--- config.mk ---
export PLATFORM = sky130hd
export DESIGN_NAME = pipe_mips_fwd
export DESIGN_NICKNAME = d
export VERILOG_FILES = /design/src/rtl/pipe_mips_fwd.sv
export SDC_FILE = /design/constraint.sdc
export NUM_CORES = 2
export LEC_CHECK = 0
export CAP_MARGIN = 20
export CORE_AREA = 2 2 450 452
export DETAILED_ROUTE_END_ITERATION = 6
export DIE_AREA = 0 0 452 454
export DONT_BUFFER_PORTS = 1
export GPL_TIMING_DRIVEN = 1
export SKIP_CTS_REPAIR_TIMING = 1
export SLEW_MARGIN = 20
export SYNTH_ARGS = -nofsm -noshare
export SYNTH_HDL_FRONTEND = slang
export SYNTH_SLANG_ARGS = --single-unit
export TNS_END_PERCENT = 1
--- constraint.sdc ---
create_clock -name clk -period 21.1 [get_ports clk]
set_input_delay 4.22 -clock clk [delete_from_list [all_inputs] [get_ports clk]]
set_output_delay 4.22 -clock clk [all_outputs]
set_load 0.005 [all_outputs]
--- src/rtl/pipe_mips_fwd.sv ---
// Five-stage MIPS-style integer core (IF/ID/EX/MEM/WB) with EX forwarding,
// load-use interlock, EX-resolved branches with flush, and halt/illegal status.
module pipe_mips_fwd #(
  parameter int DATA_W     = 32,
  parameter int ADDR_W     = 10,
  parameter int RESET_PC   = 0,
  parameter int FORWARD_EN = 1
) (
  input  logic              clk,
  input  logic              rst,
  output logic [ADDR_W-1:0] imem_addr,
  input  logic [31:0]       imem_rdata,
  output logic [ADDR_W-1:0] dmem_addr,
  output logic [DATA_W-1:0] dmem_wdata,
  output logic              dmem_we,
  input  logic [DATA_W-1:0] dmem_rdata,
  input  logic [4:0]        dbg_raddr,
  output logic [DATA_W-1:0] dbg_rdata,
  output logic              halted,
  output logic              illegal,
  output logic [31:0]       retired
);

  localparam logic [5:0] OP_ADD   = 6'b000000;
  localparam logic [5:0] OP_SUB   = 6'b000001;
  localparam logic [5:0] OP_AND   = 6'b000010;
  localparam logic [5:0] OP_OR    = 6'b000011;
  localparam logic [5:0] OP_SLT   = 6'b000100;
  localparam logic [5:0] OP_MUL   = 6'b000101;
  localparam logic [5:0] OP_LW    = 6'b001000;
  localparam logic [5:0] OP_SW    = 6'b001001;
  localparam logic [5:0] OP_ADDI  = 6'b001010;
  localparam logic [5:0] OP_SUBI  = 6'b001011;
  localparam logic [5:0] OP_SLTI  = 6'b001100;
  localparam logic [5:0] OP_BNEQZ = 6'b001101;
  localparam logic [5:0] OP_BEQZ  = 6'b001110;
  localparam logic [5:0] OP_HLT   = 6'b111111;
  localparam logic [ADDR_W-1:0] RESET_PC_A = ADDR_W'(RESET_PC);

  function automatic logic hits(input logic [4:0] d, input logic [4:0] rs, input logic [4:0] rt,
                                input logic use_rs, input logic use_rt);
    return (d != 5'd0) && ((use_rs && (rs == d)) || (use_rt && (rt == d)));
  endfunction

  logic [DATA_W-1:0] regs [32];
  logic              halted_r, illegal_r;
  logic [31:0]       retired_r;

  logic [ADDR_W-1:0] pc_r, ifid_npc_r;
  logic              ifid_valid_r;
  logic [31:0]       ifid_ir_r;

  logic              idex_valid_r, idex_lw_r, idex_sw_r, idex_halt_r, idex_ill_r;
  logic [5:0]        idex_op_r;
  logic [4:0]        idex_rs_r, idex_rt_r, idex_dest_r;
  logic [DATA_W-1:0] idex_a_r, idex_b_r, idex_imm_r;
  logic [ADDR_W-1:0] idex_npc_r;

  logic              exmem_valid_r, exmem_lw_r, exmem_sw_r, exmem_halt_r, exmem_ill_r;
  logic [4:0]        exmem_dest_r;
  logic [DATA_W-1:0] exmem_alu_r, exmem_b_r;

  logic              memwb_valid_r, memwb_halt_r, memwb_ill_r;
  logic [4:0]        memwb_dest_r;
  logic [DATA_W-1:0] memwb_data_r;

  logic [5:0]        id_op;
  logic [4:0]        id_rs, id_rt, id_rd, id_dest;
  logic              id_rr, id_ri, id_lw, id_sw, id_br, id_hlt, id_ill, id_use_rs, id_use_rt;
  logic [DATA_W-1:0] id_a, id_b, id_imm;
  logic              wb_we, id_stall, halt_pending;
  logic [DATA_W-1:0] ex_a, ex_b, ex_alu;
  logic              ex_taken;
  logic [ADDR_W-1:0] ex_target;

  assign id_op  = ifid_ir_r[31:26];
  assign id_rs  = ifid_ir_r[25:21];
  assign id_rt  = ifid_ir_r[20:16];
  assign id_rd  = ifid_ir_r[15:11];
  assign id_imm = DATA_W'($signed(ifid_ir_r[15:0]));
  assign wb_we  = memwb_valid_r && (memwb_dest_r != 5'd0) && !halted_r;

  // Instruction decode plus write-first register read.
  always_comb begin
    id_rr = 1'b0; id_ri = 1'b0; id_lw = 1'b0; id_sw = 1'b0;
    id_br = 1'b0; id_hlt = 1'b0; id_ill = 1'b0;
    case (id_op)
      OP_ADD, OP_SUB, OP_AND, OP_OR, OP_SLT, OP_MUL: id_rr = 1'b1;
      OP_ADDI, OP_SUBI, OP_SLTI:                    id_ri = 1'b1;
      OP_LW:                                        id_lw = 1'b1;
      OP_SW:                                        id_sw = 1'b1;
      OP_BEQZ, OP_BNEQZ:                            id_br = 1'b1;
      OP_HLT:                                       id_hlt = 1'b1;
      default:                                      id_ill = 1'b1;
    endcase
    id_use_rs = id_rr | id_ri | id_lw | id_sw | id_br;
    id_use_rt = id_rr | id_sw;
    if (id_rr) id_dest = id_rd;
    else if (id_ri || id_lw) id_dest = id_rt;
    else id_dest = 5'd0;
    if (id_rs == 5'd0) id_a = '0;
    else if (wb_we && (memwb_dest_r == id_rs)) id_a = memwb_data_r;
    else id_a = regs[id_rs];
    if (id_rt == 5'd0) id_b = '0;
    else if (wb_we && (memwb_dest_r == id_rt)) id_b = memwb_data_r;
    else id_b = regs[id_rt];
  end

  // Hazard detection and fetch-stop when a halting op is anywhere in flight.
  always_comb begin
    if (FORWARD_EN != 0) begin
      id_stall = ifid_valid_r && idex_valid_r && idex_lw_r &&
                 hits(idex_dest_r, id_rs, id_rt, id_use_rs, id_use_rt);
    end else begin
      id_stall = ifid_valid_r &&
                 ((idex_valid_r && hits(idex_dest_r, id_rs, id_rt, id_use_rs, id_use_rt)) ||
                  (exmem_valid_r && hits(exmem_dest_r, id_rs, id_rt, id_use_rs, id_use_rt)));
    end
    halt_pending = (ifid_valid_r && (id_hlt || id_ill)) || (idex_valid_r && idex_halt_r) ||
                   (exmem_valid_r && exmem_halt_r) || (memwb_valid_r && memwb_halt_r);
  end

  // EX operand selection (newest producer wins), ALU and branch resolution.
  always_comb begin
    ex_a = idex_a_r;
    ex_b = idex_b_r;
    if (FORWARD_EN != 0) begin
      if (exmem_valid_r && (exmem_dest_r != 5'd0) && (exmem_dest_r == idex_rs_r)) ex_a = exmem_alu_r;
      else if (memwb_valid_r && (memwb_dest_r != 5'd0) && (memwb_dest_r == idex_rs_r)) ex_a = memwb_data_r;
      else ex_a = idex_a_r;
      if (exmem_valid_r && (exmem_dest_r != 5'd0) && (exmem_dest_r == idex_rt_r)) ex_b = exmem_alu_r;
      else if (memwb_valid_r && (memwb_dest_r != 5'd0) && (memwb_dest_r == idex_rt_r)) ex_b = memwb_data_r;
      else ex_b = idex_b_r;
    end else begin
      ex_a = idex_a_r;
      ex_b = idex_b_r;
    end
    case (idex_op_r)
      OP_ADD:         ex_alu = ex_a + ex_b;
      OP_SUB:         ex_alu = ex_a - ex_b;
      OP_AND:         ex_alu = ex_a & ex_b;
      OP_OR:          ex_alu = ex_a | ex_b;
      OP_SLT:         ex_alu = {{(DATA_W-1){1'b0}}, ($signed(ex_a) < $signed(ex_b))};
      OP_MUL:         ex_alu = ex_a * ex_b;
      OP_ADDI, OP_LW,
      OP_SW:          ex_alu = ex_a + idex_imm_r;
      OP_SUBI:        ex_alu = ex_a - idex_imm_r;
      OP_SLTI:        ex_alu = {{(DATA_W-1){1'b0}}, ($signed(ex_a) < $signed(idex_imm_r))};
      default:        ex_alu = '0;
    endcase
    ex_taken  = idex_valid_r && (((idex_op_r == OP_BEQZ) && (ex_a == '0)) ||
                                 ((idex_op_r == OP_BNEQZ) && (ex_a != '0)));
    ex_target = idex_npc_r + idex_imm_r[ADDR_W-1:0];
  end

  // PC and IF/ID: taken branch beats stall, stall beats fetch-stop.
  always_ff @(posedge clk) begin
    if (rst) begin
      pc_r         <= RESET_PC_A;
      ifid_valid_r <= 1'b0;
      ifid_ir_r    <= 32'd0;
      ifid_npc_r   <= '0;
    end else if (!halted_r) begin
      if (ex_taken) begin
        pc_r         <= ex_target;
        ifid_valid_r <= 1'b0;
      end else if (id_stall) begin
        pc_r         <= pc_r;
      end else if (halt_pending) begin
        ifid_valid_r <= 1'b0;
      end else begin
        pc_r         <= pc_r + ADDR_W'(1);
        ifid_valid_r <= 1'b1;
        ifid_ir_r    <= imem_rdata;
        ifid_npc_r   <= pc_r + ADDR_W'(1);
      end
    end
  end

  // ID/EX register; a stall or flush inserts a bubble.
  always_ff @(posedge clk) begin
    if (rst) begin
      idex_valid_r <= 1'b0;
      idex_lw_r <= 1'b0; idex_sw_r <= 1'b0; idex_halt_r <= 1'b0; idex_ill_r <= 1'b0;
      idex_op_r <= 6'd0; idex_rs_r <= 5'd0; idex_rt_r <= 5'd0; idex_dest_r <= 5'd0;
      idex_a_r <= '0; idex_b_r <= '0; idex_imm_r <= '0; idex_npc_r <= '0;
    end else if (!halted_r) begin
      idex_valid_r <= ifid_valid_r && !ex_taken && !id_stall;
      idex_lw_r    <= id_lw;
      idex_sw_r    <= id_sw;
      idex_halt_r  <= id_hlt | id_ill;
      idex_ill_r   <= id_ill;
      idex_op_r    <= id_op;
      idex_rs_r    <= id_rs;
      idex_rt_r    <= id_rt;
      idex_dest_r  <= id_dest;
      idex_a_r     <= id_a;
      idex_b_r     <= id_b;
      idex_imm_r   <= id_imm;
      idex_npc_r   <= ifid_npc_r;
    end
  end

  // EX/MEM and MEM/WB registers.
  always_ff @(posedge clk) begin
    if (rst) begin
      exmem_valid_r <= 1'b0;
      exmem_lw_r <= 1'b0; exmem_sw_r <= 1'b0; exmem_halt_r <= 1'b0; exmem_ill_r <= 1'b0;
      exmem_dest_r <= 5'd0; exmem_alu_r <= '0; exmem_b_r <= '0;
      memwb_valid_r <= 1'b0; memwb_halt_r <= 1'b0; memwb_ill_r <= 1'b0;
      memwb_dest_r <= 5'd0; memwb_data_r <= '0;
    end else if (!halted_r) begin
      exmem_valid_r <= idex_valid_r;
      exmem_lw_r    <= idex_lw_r;
      exmem_sw_r    <= idex_sw_r;
      exmem_halt_r  <= idex_halt_r;
      exmem_ill_r   <= idex_ill_r;
      exmem_dest_r  <= idex_dest_r;
      exmem_alu_r   <= ex_alu;
      exmem_b_r     <= ex_b;
      memwb_valid_r <= exmem_valid_r;
      memwb_halt_r  <= exmem_halt_r;
      memwb_ill_r   <= exmem_ill_r;
      memwb_dest_r  <= exmem_dest_r;
      memwb_data_r  <= exmem_lw_r ? dmem_rdata : exmem_alu_r;
    end
  end

  // Write-back: register file, retire counter and sticky status.
  always_ff @(posedge clk) begin
    if (rst) begin
      for (int i = 0; i < 32; i++) regs[i] <= '0;
      halted_r  <= 1'b0;
      illegal_r <= 1'b0;
      retired_r <= 32'd0;
    end else if (!halted_r && memwb_valid_r) begin
      if (memwb_dest_r != 5'd0) regs[memwb_dest_r] <= memwb_data_r;
      retired_r <= retired_r + 32'd1;
      if (memwb_halt_r) halted_r <= 1'b1;
      if (memwb_ill_r) illegal_r <= 1'b1;
    end
  end

  assign imem_addr  = pc_r;
  assign dmem_addr  = exmem_alu_r[ADDR_W-1:0];
  assign dmem_wdata = exmem_b_r;
  assign dmem_we    = exmem_valid_r && exmem_sw_r && !halted_r;
  assign dbg_rdata  = (dbg_raddr == 5'd0) ? '0 : regs[dbg_raddr];
  assign halted     = halted_r;
  assign illegal    = illegal_r;
  assign retired    = retired_r;

endmodule

==> reports/summary.json <==
{
  "status": {"value": "complete, no violations"},
  "max-vdd-ir-drop": {"value": 0.0968, "unit": "mV"},
  "worst-endpoint-required": {"value": 21.76, "unit": "ns"},
  "layout_min_cycle_time": {"value": 10.95, "unit": "ns"},
  "grt_first_pass_wirelength": {"value": 546000, "unit": "um"},
  "synth_area": {"value": 99500, "unit": "um2"},
  "dr.pass1.iters": {"value": 6},
  "fmax": {"value": 91.4, "unit": "MHz"},
  "r2r_end": {"value": "exmem_alu_r[20]"},
  "synth_enable_flop_cells": {"value": 1024},
  "routed_wl": {"value": 386000, "unit": "um"},
  "dp.final_hpwl": {"value": 239000, "unit": "um"},
  "worst_setup_path_startpoint": {"value": "memwb_dest_r[4]"},
  "finalClockSkew": {"value": 0.0389, "unit": "ns"},
  "floorplan.rows": {"value": 165},
  "crit_slowest_cell": {"value": "a2111oi_1"},
  "placed_cells_incl_taps": {"value": 10500},
  "setup.reg_to_reg.worst_slack": {"value": 10.15, "unit": "ns"},
  "p_leak": {"value": 39.8, "unit": "nW"},
  "initialDrtViolationCount": {"value": 11700},
  "filler_cell_count": {"value": 16900},
  "power.density_cell_area": {"value": 82.7, "unit": "nW/um2"},
  "worst_max_slew_pin_slew": {"value": 1.16, "unit": "ns"},
  "track_usage": {"value": 37.7, "unit": "%"},
  "post-route-drc-count": {"value": 0},
  "max_cap_viol_count": {"value": 0},
  "layout_common_cells": {"value": "edfxtp_1 (1,024), and2_1 (1,000), mux4_2 (960)"},
  "max-slew-margin-rel": {"value": 20.6, "unit": "%"},
  "critical_path.most_common_cell": {"value": "fa_1"},
  "detail_route.wl_per_cell": {"value": 35.8, "unit": "um"},
  "end_kind": {"value": "register"},
  "final-hold-violation-count": {"value": 0},
  "synth.avg_cell_area": {"value": 12.0, "unit": "um2"},
  "area.growth.synth_to_final": {"value": 7.81, "unit": "%"},
  "critPathLaunchType": {"value": "register"},
  "synth_async_sr_flop_share": {"value": 0, "unit": "%"},
  "final_cells": {"value": 10800},
  "finish.utilization": {"value": 53.4, "unit": "%"},
  "total_power": {"value": 0.00888, "unit": "W"},
  "setup_violations": {"value": 0},
  "pin_count_of_the_biggest_net_entering_global_routing": {"value": 383},
  "core": {"value": 201000, "unit": "um2"},
  "antenna_left": {"value": 0},
  "source_of_the_worst_register_to_register_timing_path": {"value": "memwb_dest_r[4]"},
  "fp.dieArea": {"value": 205000, "unit": "um2"},
  "clock_insertion_delay_worst_skew": {"value": 0.84, "unit": "ns"},
  "synth_flop_cell": {"value": "edfxtp_1"},
  "clkSlewWorstSetupHoldPaths": {"value": 0.07, "unit": "ns"},
  "tritoncts.num_buffers": {"value": 158},
  "rr_worst_depth": {"value": 34},
  "max-clock-path-buffers": {"value": 3},
  "yosys-top-cells-area": {"value": "edfxtp_1 (31%), mux4_2 (22%), fa_1 (8.3%)"},
  "layout.cells.most_common": {"value": "edfxtp_1"},
  "grt_antenna_before_repair": {"value": 43},
  "worst_ep_arrival_time": {"value": 11.60, "unit": "ns"},
  "clkSinkCount": {"value": 1351},
  "seqCellArea": {"value": 37300, "unit": "um2"},
  "tritoncts_clock_tree": {"value": "done"},
  "die-height": {"value": 454, "unit": "um"},
  "synth_cell_type_count": {"value": 104},
  "post-place-ws": {"value": 10.55, "unit": "ns"},
  "postSynthCellCount": {"value": 8296},
  "routed-via-count": {"value": 73600},
  "area_used_by_multi_input_combinational_logic": {"value": 57800, "unit": "um2"},
  "finalSetupTns": {"value": 0, "unit": "ns"},
  "seq_area_frac_synth": {"value": 37.5, "unit": "%"},
  "io_buffer_count": {"value": 0},
  "globalRouteOverflowTotal": {"value": 0},
  "rsz0062_at_grt": {"value": "false"},
  "start_util": {"value": 49.5, "unit": "%"},
  "timing.final.crit_share": {"value": 51.9, "unit": "%"},
  "ctsHtreeMaxLevel": {"value": 4},
  "postLayoutSetupSlackWorst": {"value": 10.15, "unit": "ns"},
  "crit_type": {"value": "reg2reg"},
  "maxSlewViolCount": {"value": 0},
  "clock_tree_root": {"value": "clkbuf_16"},
  "die-width": {"value": 452, "unit": "um"},
  "max_stage_delay": {"value": 0.93, "unit": "ns"},
  "critPathMaxFanout": {"value": 29},
  "yosys.area.top_type_share": {"value": 30.9, "unit": "%"},
  "gp_congestion": {"value": 1.01},
  "pin_count": {"value": 190},
  "yosys_warnings": {"value": 0},
  "design.final.nets": {"value": 8739},
  "via_per_inst": {"value": 6.82},
  "netlist.top_cell.by_area": {"value": "edfxtp_1"},
  "number_of_global_route_vias_before_repair": {"value": 72700},
  "critPathCapture": {"value": "exmem_alu_r[20]"},
  "yosys_register_bits": {"value": 1351},
  "holdCritPathClass": {"value": "reg2reg"},
  "post_route_cells_drive_above_1_share": {"value": 19.8, "unit": "%"}
}
-- worst min-delay path by stage --
| stage | slack, ns | cells after the start | start | endpoint |
|---|---|---|---|---|
| detailed placement | 0.45 | 2 | ifid_ir_r[9] | ifid_ir_r[9] |
| floorplan | 0.44 | 2 | ifid_ir_r[0] | ifid_ir_r[0] |
| finish | 0.46 | 2 | ifid_ir_r[10] | ifid_ir_r[10] |
| global placement | 0.44 | 2 | ifid_ir_r[7] | ifid_ir_r[7] |
| CTS | 0.46 | 2 | ifid_ir_r[1] | ifid_ir_r[1] |
| global route | 0.48 | 2 | ifid_ir_r[1] | ifid_ir_r[1] |
-- state kept, by name, indices dropped and copies added, names as in the netlist, 16 cells and up, named ones only --
| signal | count |
|---|---|
| exmem_alu_r | 32 |
| ifid_ir_r | 32 |
| memwb_data_r | 32 |
| regs | 1024 |
| idex_imm_r | 16 |
| retired | 32 |
| dmem_wdata | 32 |
| idex_a_r | 32 |
| idex_b_r | 32 |
-- power by group --
part	total (W)	switching [W]	internal, W	leakage, nW
Combinational	0.00291	0.00179	0.00112	24.0
Clock	0.00278	0.00121	0.00157	2.52
Sequential	0.00319	0.000193	0.00300	13.2
-- Yosys cell counts, types with 21 or more instances --
cell / n
a21oi_1: 309
and2_1: 999
a21o_1: 51
nand4_1: 32
dfxtp_1: 327
buf_1: 110
xor2_1: 71
inv_1: 481
nor2b_1: 26
mux4_2: 960
nor2_1: 755
a31oi_1: 21
nand2_1: 512
ha_1: 295
buf_2: 37
o21ai_0: 156
a31o_2: 31
edfxtp_1: 1024
or2_2: 35
nand3_1: 94
mux2i_1: 224
nor3_1: 87
xnor2_1: 161
nor4_1: 32
buf_4: 25
o211ai_1: 77
fa_1: 411
clkbuf_1: 559
inv_2: 24
-- critical path: cells and delay by family, from the launching register on --
| kind | cells | cell delay [ns] |
|---|---|---|
| fa+ha+maj | 9 | 3.64 |
| compound gates | 10 | 3.42 |
| simple gates | 5 | 1.38 |
| buf+inv | 7 | 1.15 |
| flops | 1 | 0.62 |
| xor+xnor | 2 | 0.34 |
| mux | 1 | 0.19 |
-- area by class of cell --
cell class | count | share of cell area, %
inverter | 513 | 1.80
sequential | 1351 | 34.8
timing repair buffer | 215 | 1.55
antenna | 24 | 0.0560
clock inverter | 87 | 0.870
tap | 2672 | 3.12
clock buffer | 202 | 3.93
multi-input combinational | 5723 | 53.9
-- per-stage QoR --
step                      cell area (um2)  hold WS [ns]
after floorplan                     99600         0.436
after global placement             102000         0.445
after detailed placement           102000         0.450
after CTS                          107000         0.462
after global routing               107000         0.477
final                              107000         0.461
-- cells by family after synthesis --
kind of cell	Yosys count	synth area share (%)
xor+xnor	240	2.22
flops	1351	37.5
compound gates	868	5.69
other cells	1	0.00377
buf+inv	1253	4.95
simple gates	2692	13.7
mux	1185	24.0
fa+ha+maj	706	12.0
-- layer usage --
metal | wire (um) | vias up | track usage, %
li1 | - | 29300 | -
met1 | 137000 | 37400 | 49.1
met2 | 172000 | 5621 | 56.9
met3 | 51300 | 1191 | 10.5
met4 | 25400 | 12 | 21.3
met5 | 80 | - | 0
Note: power is estimated with default switching activity, not from simulation.
